==> config.mk <==
export PLATFORM = sky130hd
export DESIGN_NAME = obb_integrator
export DESIGN_NICKNAME = d
export VERILOG_FILES = /design/src/rtl/obb_integrator.sv
export SDC_FILE = /design/constraint.sdc
export NUM_CORES = 1
export LEC_CHECK = 0
export BUFFER_PORTS_ARGS = -buffer_cell sky130_fd_sc_hd__buf_2
export CORE_UTILIZATION = 25
export CTS_BUF_LIST = sky130_fd_sc_hd__clkbuf_4 sky130_fd_sc_hd__clkbuf_8
export CTS_CLUSTER_SIZE = 40
export DETAILED_ROUTE_END_ITERATION = 10
export MAX_ROUTING_LAYER = met4
export PLACE_DENSITY_LB_ADDON = 0.05
export SLEW_MARGIN = 15
export SYNTH_ARGS = -nofsm -noshare
export SYNTH_HDL_FRONTEND = slang
export SYNTH_SLANG_ARGS = --single-unit
==> constraint.sdc <==
create_clock -name clk -period 7.97 [get_ports clk]
set_input_delay 1.1955 -clock clk [delete_from_list [all_inputs] [get_ports clk]]
set_output_delay 1.1955 -clock clk [all_outputs]
set_load 0.02 [all_outputs]
==> src/rtl/obb_integrator.sv <==
// ============================================================================
// obb_integrator: per-frame OBB motion integrator with one shared adder.
// Rev 1.0 - initial release
// ============================================================================
`default_nettype none

module obb_integrator #(
    parameter int DT_SHIFT = 6,
    parameter int POS_MIN  = -60,
    parameter int POS_MAX  = 60
) (
    input  logic        clk,
    input  logic        rst_n,
    input  logic        start,
    input  logic [31:0] pos_x_in,
    input  logic [31:0] pos_y_in,
    input  logic [31:0] vel_x_in,
    input  logic [31:0] vel_y_in,
    input  logic [9:0]  angle_in,
    input  logic [9:0]  omega_in,
    output logic        busy,
    output logic        wr_en,
    output logic [31:0] pos_x_out,
    output logic [31:0] pos_y_out,
    output logic [31:0] vel_x_out,
    output logic [31:0] vel_y_out,
    output logic [9:0]  angle_out
);

    typedef enum logic [2:0] {
        S_IDLE    = 3'd0,
        S_CAPTURE = 3'd1,
        S_UPD_X   = 3'd2,
        S_UPD_Y   = 3'd3,
        S_UPD_ANG = 3'd4,
        S_WRITE   = 3'd5
    } state_t;

    localparam logic signed [32:0] POS_HI  = 33'(POS_MAX) <<< 25;
    localparam logic signed [32:0] POS_LO  = 33'(POS_MIN) <<< 25;
    localparam logic signed [10:0] ANG_PI  = 11'sd402;
    localparam logic signed [10:0] ANG_2PI = 11'sd804;

    state_t             state_q, state_d;
    logic               busy_q, busy_d;
    logic               wr_en_q, wr_en_d;
    logic signed [31:0] px_q, px_d, py_q, py_d;
    logic signed [31:0] vx_q, vx_d, vy_q, vy_d;
    logic signed [31:0] delta_q, delta_d;
    logic        [9:0]  ang_q, ang_d, om_q, om_d;
    logic        [31:0] px_out_q, px_out_d, py_out_q, py_out_d;
    logic        [31:0] vx_out_q, vx_out_d, vy_out_q, vy_out_d;
    logic        [9:0]  ang_out_q, ang_out_d;

    logic signed [32:0] add_a, add_b, sum;
    logic signed [31:0] vel_sel, vel_new, pos_new;
    logic signed [10:0] ang_s, ang_w;

    function automatic logic [31:0] sat_neg(input logic [31:0] v);
        return (v == 32'h8000_0000) ? 32'h7FFF_FFFF : (~v + 32'd1);
    endfunction

    // The single adder serves the x, y and angle updates in turn.
    always_comb begin
        add_a = {px_q[31], px_q};
        add_b = {delta_q[31], delta_q};
        case (state_q)
            S_UPD_Y:   add_a = {py_q[31], py_q};
            S_UPD_ANG: begin
                add_a = {{23{ang_q[9]}}, ang_q};
                add_b = {{23{om_q[9]}}, om_q};
            end
            default: ;
        endcase
    end

    assign sum = add_a + add_b;

    // Reflection shared by both axes; only one axis is updated per cycle.
    always_comb begin
        vel_sel = (state_q == S_UPD_Y) ? vy_q : vx_q;
        pos_new = sum[31:0];
        vel_new = vel_sel;
        if (sum > POS_HI) begin
            pos_new = POS_HI[31:0];
            vel_new = sat_neg(vel_sel);
        end else if (sum < POS_LO) begin
            pos_new = POS_LO[31:0];
            vel_new = sat_neg(vel_sel);
        end
    end

    always_comb begin
        ang_s = sum[10:0];
        ang_w = ang_s;
        if (ang_s > ANG_PI)
            ang_w = ang_s - ANG_2PI;
        else if (ang_s < -ANG_PI)
            ang_w = ang_s + ANG_2PI;
    end

    always_comb begin
        state_d   = state_q;
        busy_d    = busy_q;
        wr_en_d   = 1'b0;
        px_d      = px_q;
        py_d      = py_q;
        vx_d      = vx_q;
        vy_d      = vy_q;
        delta_d   = delta_q;
        ang_d     = ang_q;
        om_d      = om_q;
        px_out_d  = px_out_q;
        py_out_d  = py_out_q;
        vx_out_d  = vx_out_q;
        vy_out_d  = vy_out_q;
        ang_out_d = ang_out_q;
        case (state_q)
            S_IDLE: begin
                busy_d = 1'b0;
                if (start) begin
                    px_d    = pos_x_in;
                    py_d    = pos_y_in;
                    vx_d    = vel_x_in;
                    vy_d    = vel_y_in;
                    ang_d   = angle_in;
                    om_d    = omega_in;
                    busy_d  = 1'b1;
                    state_d = S_CAPTURE;
                end
            end
            S_CAPTURE: begin
                delta_d = vx_q >>> (DT_SHIFT + 1);
                state_d = S_UPD_X;
            end
            S_UPD_X: begin
                px_d    = pos_new;
                vx_d    = vel_new;
                delta_d = vy_q >>> (DT_SHIFT + 1);
                state_d = S_UPD_Y;
            end
            S_UPD_Y: begin
                py_d    = pos_new;
                vy_d    = vel_new;
                state_d = S_UPD_ANG;
            end
            S_UPD_ANG: begin
                ang_d   = ang_w[9:0];
                state_d = S_WRITE;
            end
            S_WRITE: begin
                px_out_d  = px_q;
                py_out_d  = py_q;
                vx_out_d  = vx_q;
                vy_out_d  = vy_q;
                ang_out_d = ang_q;
                wr_en_d   = 1'b1;
                state_d   = S_IDLE;
            end
            default: begin
                busy_d  = 1'b0;
                state_d = S_IDLE;
            end
        endcase
    end

    always_ff @(posedge clk or negedge rst_n) begin
        if (!rst_n) begin
            state_q   <= S_IDLE;
            busy_q    <= 1'b0;
            wr_en_q   <= 1'b0;
            px_q      <= '0;
            py_q      <= '0;
            vx_q      <= '0;
            vy_q      <= '0;
            delta_q   <= '0;
            ang_q     <= '0;
            om_q      <= '0;
            px_out_q  <= '0;
            py_out_q  <= '0;
            vx_out_q  <= '0;
            vy_out_q  <= '0;
            ang_out_q <= '0;
        end else begin
            state_q   <= state_d;
            busy_q    <= busy_d;
            wr_en_q   <= wr_en_d;
            px_q      <= px_d;
            py_q      <= py_d;
            vx_q      <= vx_d;
            vy_q      <= vy_d;
            delta_q   <= delta_d;
            ang_q     <= ang_d;
            om_q      <= om_d;
            px_out_q  <= px_out_d;
            py_out_q  <= py_out_d;
            vx_out_q  <= vx_out_d;
            vy_out_q  <= vy_out_d;
            ang_out_q <= ang_out_d;
        end
    end

    assign busy      = busy_q;
    assign wr_en     = wr_en_q;
    assign pos_x_out = px_out_q;
    assign pos_y_out = py_out_q;
    assign vel_x_out = vx_out_q;
    assign vel_y_out = vy_out_q;
    assign angle_out = ang_out_q;

endmodule

`default_nettype wire

==> results of run 1 <==
[stage by stage]
step / std cells / cell area (um^2) / utilization / worst slack (ns) / hold slack, ns
after floorplan: 1745 / 17100 / - / 2.10 / 0.438
after global placement: 2812 / 19400 / 0.287 / 1.28 / 0.461
after detailed placement: 2812 / 19400 / 0.287 / 1.26 / 0.459
after CTS: 2928 / 20800 / 0.308 / 1.22 / 0.475
after global routing: 2931 / 20800 / 0.309 / 0.913 / 0.488
final: 2931 / 20800 / 0.309 / 1.29 / 0.470
[metal layers]
metal / track usage / wire, um
met5: - / 0
met2: 0.318 / 32100
met1: 0.262 / 31500
met4: 0.0528 / 1240
met3: 0.0301 / 2850
[cells by family (layout without fill, tap and decap cells)]
group | after synthesis | count (layout) | share of synthesized area
buffers and inverters | 138 | 449 | 0.0338
multiplexers | 150 | 150 | 0.0968
other | 0 | 2 | 0
flip-flops | 316 | 316 | 0.463
AO/OA/AOI/OAI | 562 | 562 | 0.226
AND/OR/NAND/NOR | 506 | 506 | 0.134
adder cells (fa/ha/maj) | 37 | 37 | 0.0275
XOR/XNOR | 36 | 36 | 0.0189
[how the worst max path moves through the flow]
stage,from,end,depth (start not counted)
floorplan,state_q[0],vx_q[29],24
global placement,state_q[2],vy_q[1],18
detailed placement,state_q[2],vy_q[1],18
CTS,state_q[2],vy_q[26],18
global route,state_q[2],vy_q[26],20
finish,state_q[2],vy_q[26],20
[flip-flops by register name, indices dropped and copies added (netlist names)]
signal     count
state_q        3
pos_x_out     32
pos_y_out     32
vy_q          32
vx_q          32
delta_q       25
ang_q         10
wr_en          1
angle_out     10
vel_y_out     32
px_q          32
py_q          32
busy           1
om_q          10
vel_x_out     32
[layout make-up]
cell class,count,area (um^2),share of cell area
Multi-Input combinational cell,1291,8650,0.416
Antenna cell,2,5.00,0.000240
Clock inverter,17,176,0.00847
Tap cell,873,1090,0.0525
Clock buffer,99,1260,0.0603
Timing Repair Buffer,314,1660,0.0798
Sequential cell,316,7910,0.380
Inverter,19,71.3,0.00342
[worst register-to-register path: stages (launching register included)]
cell	delay [ns]
sky130_fd_sc_hd__dfrtp_1	0.61
sky130_fd_sc_hd__buf_4	0.35
sky130_fd_sc_hd__and2_0	0.17
sky130_fd_sc_hd__buf_4	0.24
sky130_fd_sc_hd__nor2_2	0.11
sky130_fd_sc_hd__buf_4	0.28
sky130_fd_sc_hd__a221o_1	0.39
sky130_fd_sc_hd__ha_1	0.39
sky130_fd_sc_hd__a21oi_1	0.28
sky130_fd_sc_hd__o21a_1	0.24
sky130_fd_sc_hd__o22ai_1	0.11
sky130_fd_sc_hd__or3_1	0.40
sky130_fd_sc_hd__nor2_1	0.13
sky130_fd_sc_hd__xor2_1	0.35
sky130_fd_sc_hd__nand4_1	0.15
sky130_fd_sc_hd__or4_1	0.62
sky130_fd_sc_hd__a31o_2	0.36
sky130_fd_sc_hd__and2_1	0.46
sky130_fd_sc_hd__buf_4	0.37
sky130_fd_sc_hd__o21ai_1	0.36
sky130_fd_sc_hd__a221o_1	0.21
[cell usage in the layout (no fill, tap or decap), types with 16 or more instances in the layout]
cell type / count
sky130_fd_sc_hd__buf_4: 23
sky130_fd_sc_hd__a22oi_1: 138
sky130_fd_sc_hd__nor3_1: 33
sky130_fd_sc_hd__o21ai_1: 20
sky130_fd_sc_hd__a22o_1: 20
sky130_fd_sc_hd__mux2i_1: 28
sky130_fd_sc_hd__a21oi_1: 71
sky130_fd_sc_hd__o21ai_0: 125
sky130_fd_sc_hd__clkbuf_8: 82
sky130_fd_sc_hd__buf_2: 289
sky130_fd_sc_hd__nand2_1: 277
sky130_fd_sc_hd__clkbuf_4: 17
sky130_fd_sc_hd__inv_1: 18
sky130_fd_sc_hd__a221o_1: 29
sky130_fd_sc_hd__nand3_1: 21
sky130_fd_sc_hd__xor2_1: 16
sky130_fd_sc_hd__nor2_1: 64
sky130_fd_sc_hd__dfrtp_1: 316
sky130_fd_sc_hd__a21o_1: 33
sky130_fd_sc_hd__o31ai_1: 18
sky130_fd_sc_hd__ha_1: 36
sky130_fd_sc_hd__mux2_2: 122
sky130_fd_sc_hd__xnor2_1: 19
==> run summary, run 1 <==
The flow ran to the end, and the final reports show no timing, DRC or antenna violations. The slowest stage of the critical path is the sky130_fd_sc_hd__or4_1 cell. The required time of the critical path came out at 8.55 ns. The delay of the slowest cell on the worst path came out at 0.62 ns. The biggest area consumer among synthesized cells is sky130_fd_sc_hd__dfrtp_1. Headroom to the max-slew limit came out at 0.279. The post-route antenna net violation count came out at 0. By startpoint and endpoint, the worst setup path is classified as reg -> reg. Synthesis inferred 316 register bits. The final number of setup-violating endpoints is 0. The top-level I/O count came out at 291. The via count of the first global-routing pass is 15682. The first global-routing pass estimated 103000 um of wire. Among all flip-flop cells after synthesis, the most frequent one is sky130_fd_sc_hd__dfrtp_1. STA classifies the critical path startpoint as a register. At the worst endpoint, the arrival time is 7.25 ns.

For the worst flop-to-flop path, the logic depth is 20. The clock slew seen by the registers of the worst setup and hold paths is 0.06 ns. By area the synthesized netlist is led by sky130_fd_sc_hd__dfrtp_1, sky130_fd_sc_hd__mux2_2, sky130_fd_sc_hd__nand2_1, sky130_fd_sc_hd__a22oi_1, sky130_fd_sc_hd__o21ai_0. Setup repair after global routing left no endpoint under its margin. The worst hold path belongs to the class reg -> reg.

The final layout contains routed wiring with a total length of 67700 um. The kind of cell with the highest combined delay along the critical path is simple AND/OR/NAND/NOR gates. Setup total negative slack on the finished layout was measured at 0 ns. The number of enable-type register cells in the synthesized netlist came out at 0. In this run the critical register-to-register path is captured at vy_q[26]. The number of nets in the layout came out at 2198.

The worst hold path terminates at vel_y_out[11]. The initial utilization of the core area, before any placement, comes to 0.254. The number of placement rows is 95. The fraction of final layout cells with drive strength greater than 1 is 0.291. The initial antenna violation count is 2. The maximum buffer depth of the clock tree is 3. The post-cts hold buffer count is 0. Traced cell by cell, the critical path runs through buf_4, and2_0, buf_4, nor2_2, buf_4, a221o_1, ha_1, a21oi_1, o21a_1, o22ai_1, or3_1, nor2_1, xor2_1, nand4_1, or4_1, a31o_2, and2_1, buf_4, o21ai_1, a221o_1.

The fraction of post-synthesis cell area in the top cell type by area is 0.463. The die width is 263 um. The most numerous cell type found on the critical path is sky130_fd_sc_hd__buf_4.

The number of sinks handled by clock tree synthesis is 316. Entering global routing, the biggest net connects 92 pins. In this run the cell area of the synthesized design comes to 0.0171 mm^2. The worst-case register-to-register setup slack is 1.29 ns. The aggregate global-route resource usage came out at 0.199. The number of port buffers is 290. The number of failing hold endpoints at the final stage came out at 0.

Ranked by instance count, the synthesized netlist is headed by sky130_fd_sc_hd__dfrtp_1, sky130_fd_sc_hd__nand2_1, sky130_fd_sc_hd__a22oi_1. The number of synthesis warnings is 0. The total overflow left after global routing is 0. The tool flagged a number of max-cap violations equal to 0.

The largest fanout of any net on the critical path came out at 28. The share of flip-flops with an asynchronous set or reset after synthesis is 1.00. The half-perimeter wire length of the detailed placement result is 48100 um. The total number of H-tree levels is 3. The die covers 0.0694 mm^2. The worst hold path begins at vel_y_out[11]. The final-layout fill cell count came out at 7076. The number of gates resized after cts came out at 0. The worst hold path depth is 2. In the routed design, unresolved DRC markers number 0.

Clock skew on the completed layout was measured at 0.0345 ns. The via count is 15023. The number of post-CTS setup repair buffers came out at 0. The distinct cell type count of the synthesized netlist is 82.

The CTS buffer count is 68. The final period demand of the worst path is 6.68 ns. After detailed routing, the number of vias per cell comes to 5.13. The clock latency on the worst-skew pair is 0.66 ns. Dividing the final minimum period by the clock period gives 0.838. TritonCTS built the clock tree. The tree is rooted in a sky130_fd_sc_hd__clkbuf_8. The layout-stage area growth over the synthesis result came out at 21.8%.

The worst register-to-register path begins at state_q[2]. The element type at the critical path end is a register. The number of pins exceeding their max-slew limit in the final report came to 0. The slew at the pin closest to its max-slew limit is 1.08 ns.

The pre-antenna-repair detailed-routing pass consisted of 5 iterations. The highest achievable clock rate came out at 150 MHz. Of the synthesized area, sequential elements account for 0.463. At the end of routability-driven placement, the weighted congestion stood at 0.864. The mean post-synth cell area came out at 9.80 um^2. The core region area came out at 0.0674 mm^2.

The vertical die dimension is 263 um. The number of instances in the synthesized netlist came out at 1745. The number of nets in the synthesized netlist came out at 1933. The detailed router finished its first iteration with 862 violations.

The routed wirelength normalized by instance count came out at 23.1 um. The number of buffer and inverter stages on the critical path is 4. By instance count, the leading cell after synthesis is sky130_fd_sc_hd__dfrtp_1.
Power of run 1 is left out: the tool's default activity adds up to more than one toggle a clock period on the data nets, which glitch-free logic cannot reach.
==> run 2, diff against run 1 <==
clock period = 6.05 ns   (was 7.97 ns; I/O delays follow)
==> run 2 against run 1 <==
Effect of this change: wire length increased by 0.53%; critical path depth up 2; sequential cell count stayed put; global-route usage rose by 0.18 points.
==> run summary, run 2 (same netlist as run 1, synthesis figures left out) <==
The worst setup path is captured at a register. The layout-stage area growth over the synthesis result came out at 23.5%. The total area inside the core boundary comes to 0.0674 mm^2. The initial antenna violation count came out at 2. The CTS buffer count is 68.

The most common library cell in the layout ignoring fill and taps is sky130_fd_sc_hd__dfrtp_1. The total number of H-tree levels came out at 3. The kind of launch point of the worst setup path is a register.

The flow ran to the end, and the final reports show no timing, DRC or antenna violations. The die area is 0.0694 mm^2. The vertical die dimension came out at 263 um.

The maximum buffer depth of the clock tree came out at 3. The number of gates resized after cts is 0. The root buffer cell chosen for the clock tree is sky130_fd_sc_hd__clkbuf_8. The number of nets in the layout is 2224. The slew at the pin closest to its max-slew limit is 0.978 ns. The fraction of final layout cells with drive strength greater than 1 is 0.302. The worst register-to-register path begins at state_q[1].

The top-level I/O count is 291. The total global routing overflow came out at 0. The later pin in the worst-skew pair is clocked with a latency of 0.66 ns. The pre-antenna-repair detailed-routing pass consisted of 7 iterations. The number of post-CTS setup repair buffers is 0.

The count of nets left with antenna violations once routing finished came out at 0. STA puts the critical path data arrival time at 6.16 ns. The aggregate global-route resource usage came out at 0.201. The half-perimeter wire length of the detailed placement result came out at 47900 um. The via count of the first global-routing pass was 16024. Once placement completed, the tool counted placed cells totaling 2838.

Across the routed clock network, the largest skew measured is 0.0314 ns. The launch point of the critical path is state_q[1]. The die width is 263 um. The accumulated negative setup slack is 0 ns. The share of the cycle needed by the critical path after routing is 0.939. The post-cts hold buffer count is 0. The number of placement rows came out at 95. After detailed routing, the number of vias per cell comes to 5.09.

For this configuration, the core starts out at a cell density of 0.254. The violation count after the first detailed-route iteration came out at 794. The worst-case headroom to the max-slew limit came out at 0.348. In this run the worst path has a maximum fanout of 24. Entering global routing, the biggest net connects 136 pins. Summed over all layers, the routed wires come to 68000 um. The final RePlAce weighted congestion came out at 0.825. Clock-pin slew was measured on the worst setup and hold paths at 0.06 ns. Timing would allow up to 176 MHz. The required time of the critical path is 6.54 ns. The first global-routing pass estimated 104000 um of wire. The post-route non-filler standard cell count is 2961. In this run the worst hold path is classified as in -> async. The number of failing hold endpoints at the final stage was 0. The number of port buffers came out at 290.

Setup repair after global routing left no endpoint under its margin. The detailed-route DRC error count is 0. The category of the most critical setup path is reg -> reg. The number of pins exceeding their max-slew limit in the final report is 0. The worst path needs 5.68 ns of the cycle, external delays included.

The top cell types in the final layout, fill and taps aside, are sky130_fd_sc_hd__dfrtp_1, sky130_fd_sc_hd__buf_2, sky130_fd_sc_hd__nand2_1, sky130_fd_sc_hd__a22oi_1, sky130_fd_sc_hd__o21ai_0. The routed wirelength normalized by instance count came out at 23.0 um. Setup violations remaining at the end of the flow were counted as 0. The CTS tree is built. The via count is 15066. The tool flagged a number of max-cap violations equal to 0. The number of sinks handled by clock tree synthesis came out at 316.
[run 2: changes by cell type in the layout (fill, tap and decap cells not counted), sizes merged]
cell    before  now
buf        314  340
clkbuf      99  110
clkinv       9    5
bufinv       3    0
[run 2: critical path, stage by stage, from the launching register on]
cell,delay [ns]
sky130_fd_sc_hd__dfrtp_1,0.52
sky130_fd_sc_hd__nor2_1,0.31
sky130_fd_sc_hd__and2_0,0.22
sky130_fd_sc_hd__buf_4,0.28
sky130_fd_sc_hd__a22oi_1,0.13
sky130_fd_sc_hd__nand2_1,0.08
sky130_fd_sc_hd__ha_1,0.22
sky130_fd_sc_hd__inv_1,0.07
sky130_fd_sc_hd__fa_1,0.39
sky130_fd_sc_hd__nand2b_1,0.19
sky130_fd_sc_hd__a21oi_2,0.26
sky130_fd_sc_hd__o21ai_1,0.19
sky130_fd_sc_hd__nand3_1,0.17
sky130_fd_sc_hd__mux2i_1,0.20
sky130_fd_sc_hd__buf_4,0.14
sky130_fd_sc_hd__and4_1,0.20
sky130_fd_sc_hd__nand4_1,0.10
sky130_fd_sc_hd__or4_1,0.60
sky130_fd_sc_hd__a31o_2,0.36
sky130_fd_sc_hd__and2_1,0.21
sky130_fd_sc_hd__buf_4,0.23
sky130_fd_sc_hd__a21boi_0,0.29
sky130_fd_sc_hd__o31ai_1,0.11
[run 2: stage by stage]
step                 util  hold WS [ns]  setup WS (ns)  instance area [um^2]
floorplan               -         0.438          0.181                 17100
global placement    0.291         0.465          0.329                 19600
detailed placement  0.291         0.458          0.336                 19600
CTS                 0.313         0.149          0.320                 21100
global route        0.313         0.181         0.0236                 21100
finish              0.313         0.186          0.371                 21100
[run 2: cell type report]
cell class / instances / area (um^2)
well taps: 873 / 1090
clock inverters: 10 / 68.8
repair buffers: 340 / 1910
diodes: 2 / 5.00
clock buffers: 110 / 1390
fillers: 7162 / 46300
multi-input cells: 1291 / 8670
flip-flops and latches: 316 / 7910
inverters: 19 / 71.3
[run 2: path summary, 6_finish.rpt]
kind	depth (start not counted)	to	slack, ns
max	22	vx_q[5]	0.37
min	1	pos_y_out[17]	0.19
max reg2reg	22	vx_q[5]	0.37
min reg2reg	2	vel_x_out[15]	0.47
max in group asynchronous	2	vel_y_out[10]	4.65
min in group clk	2	vel_x_out[15]	0.47
[run 2: layer usage]
layer | vias up | part of all wire | global-route usage
li1 | 7055 | - | -
met1 | 7544 | 0.47 | 0.265
met2 | 385 | 0.47 | 0.319
met3 | 82 | 0.043 | 0.0304
met4 | 0 | 0.018 | 0.0572
met5 | - | 0 | -
Power of run 2 is left out for the same reason.
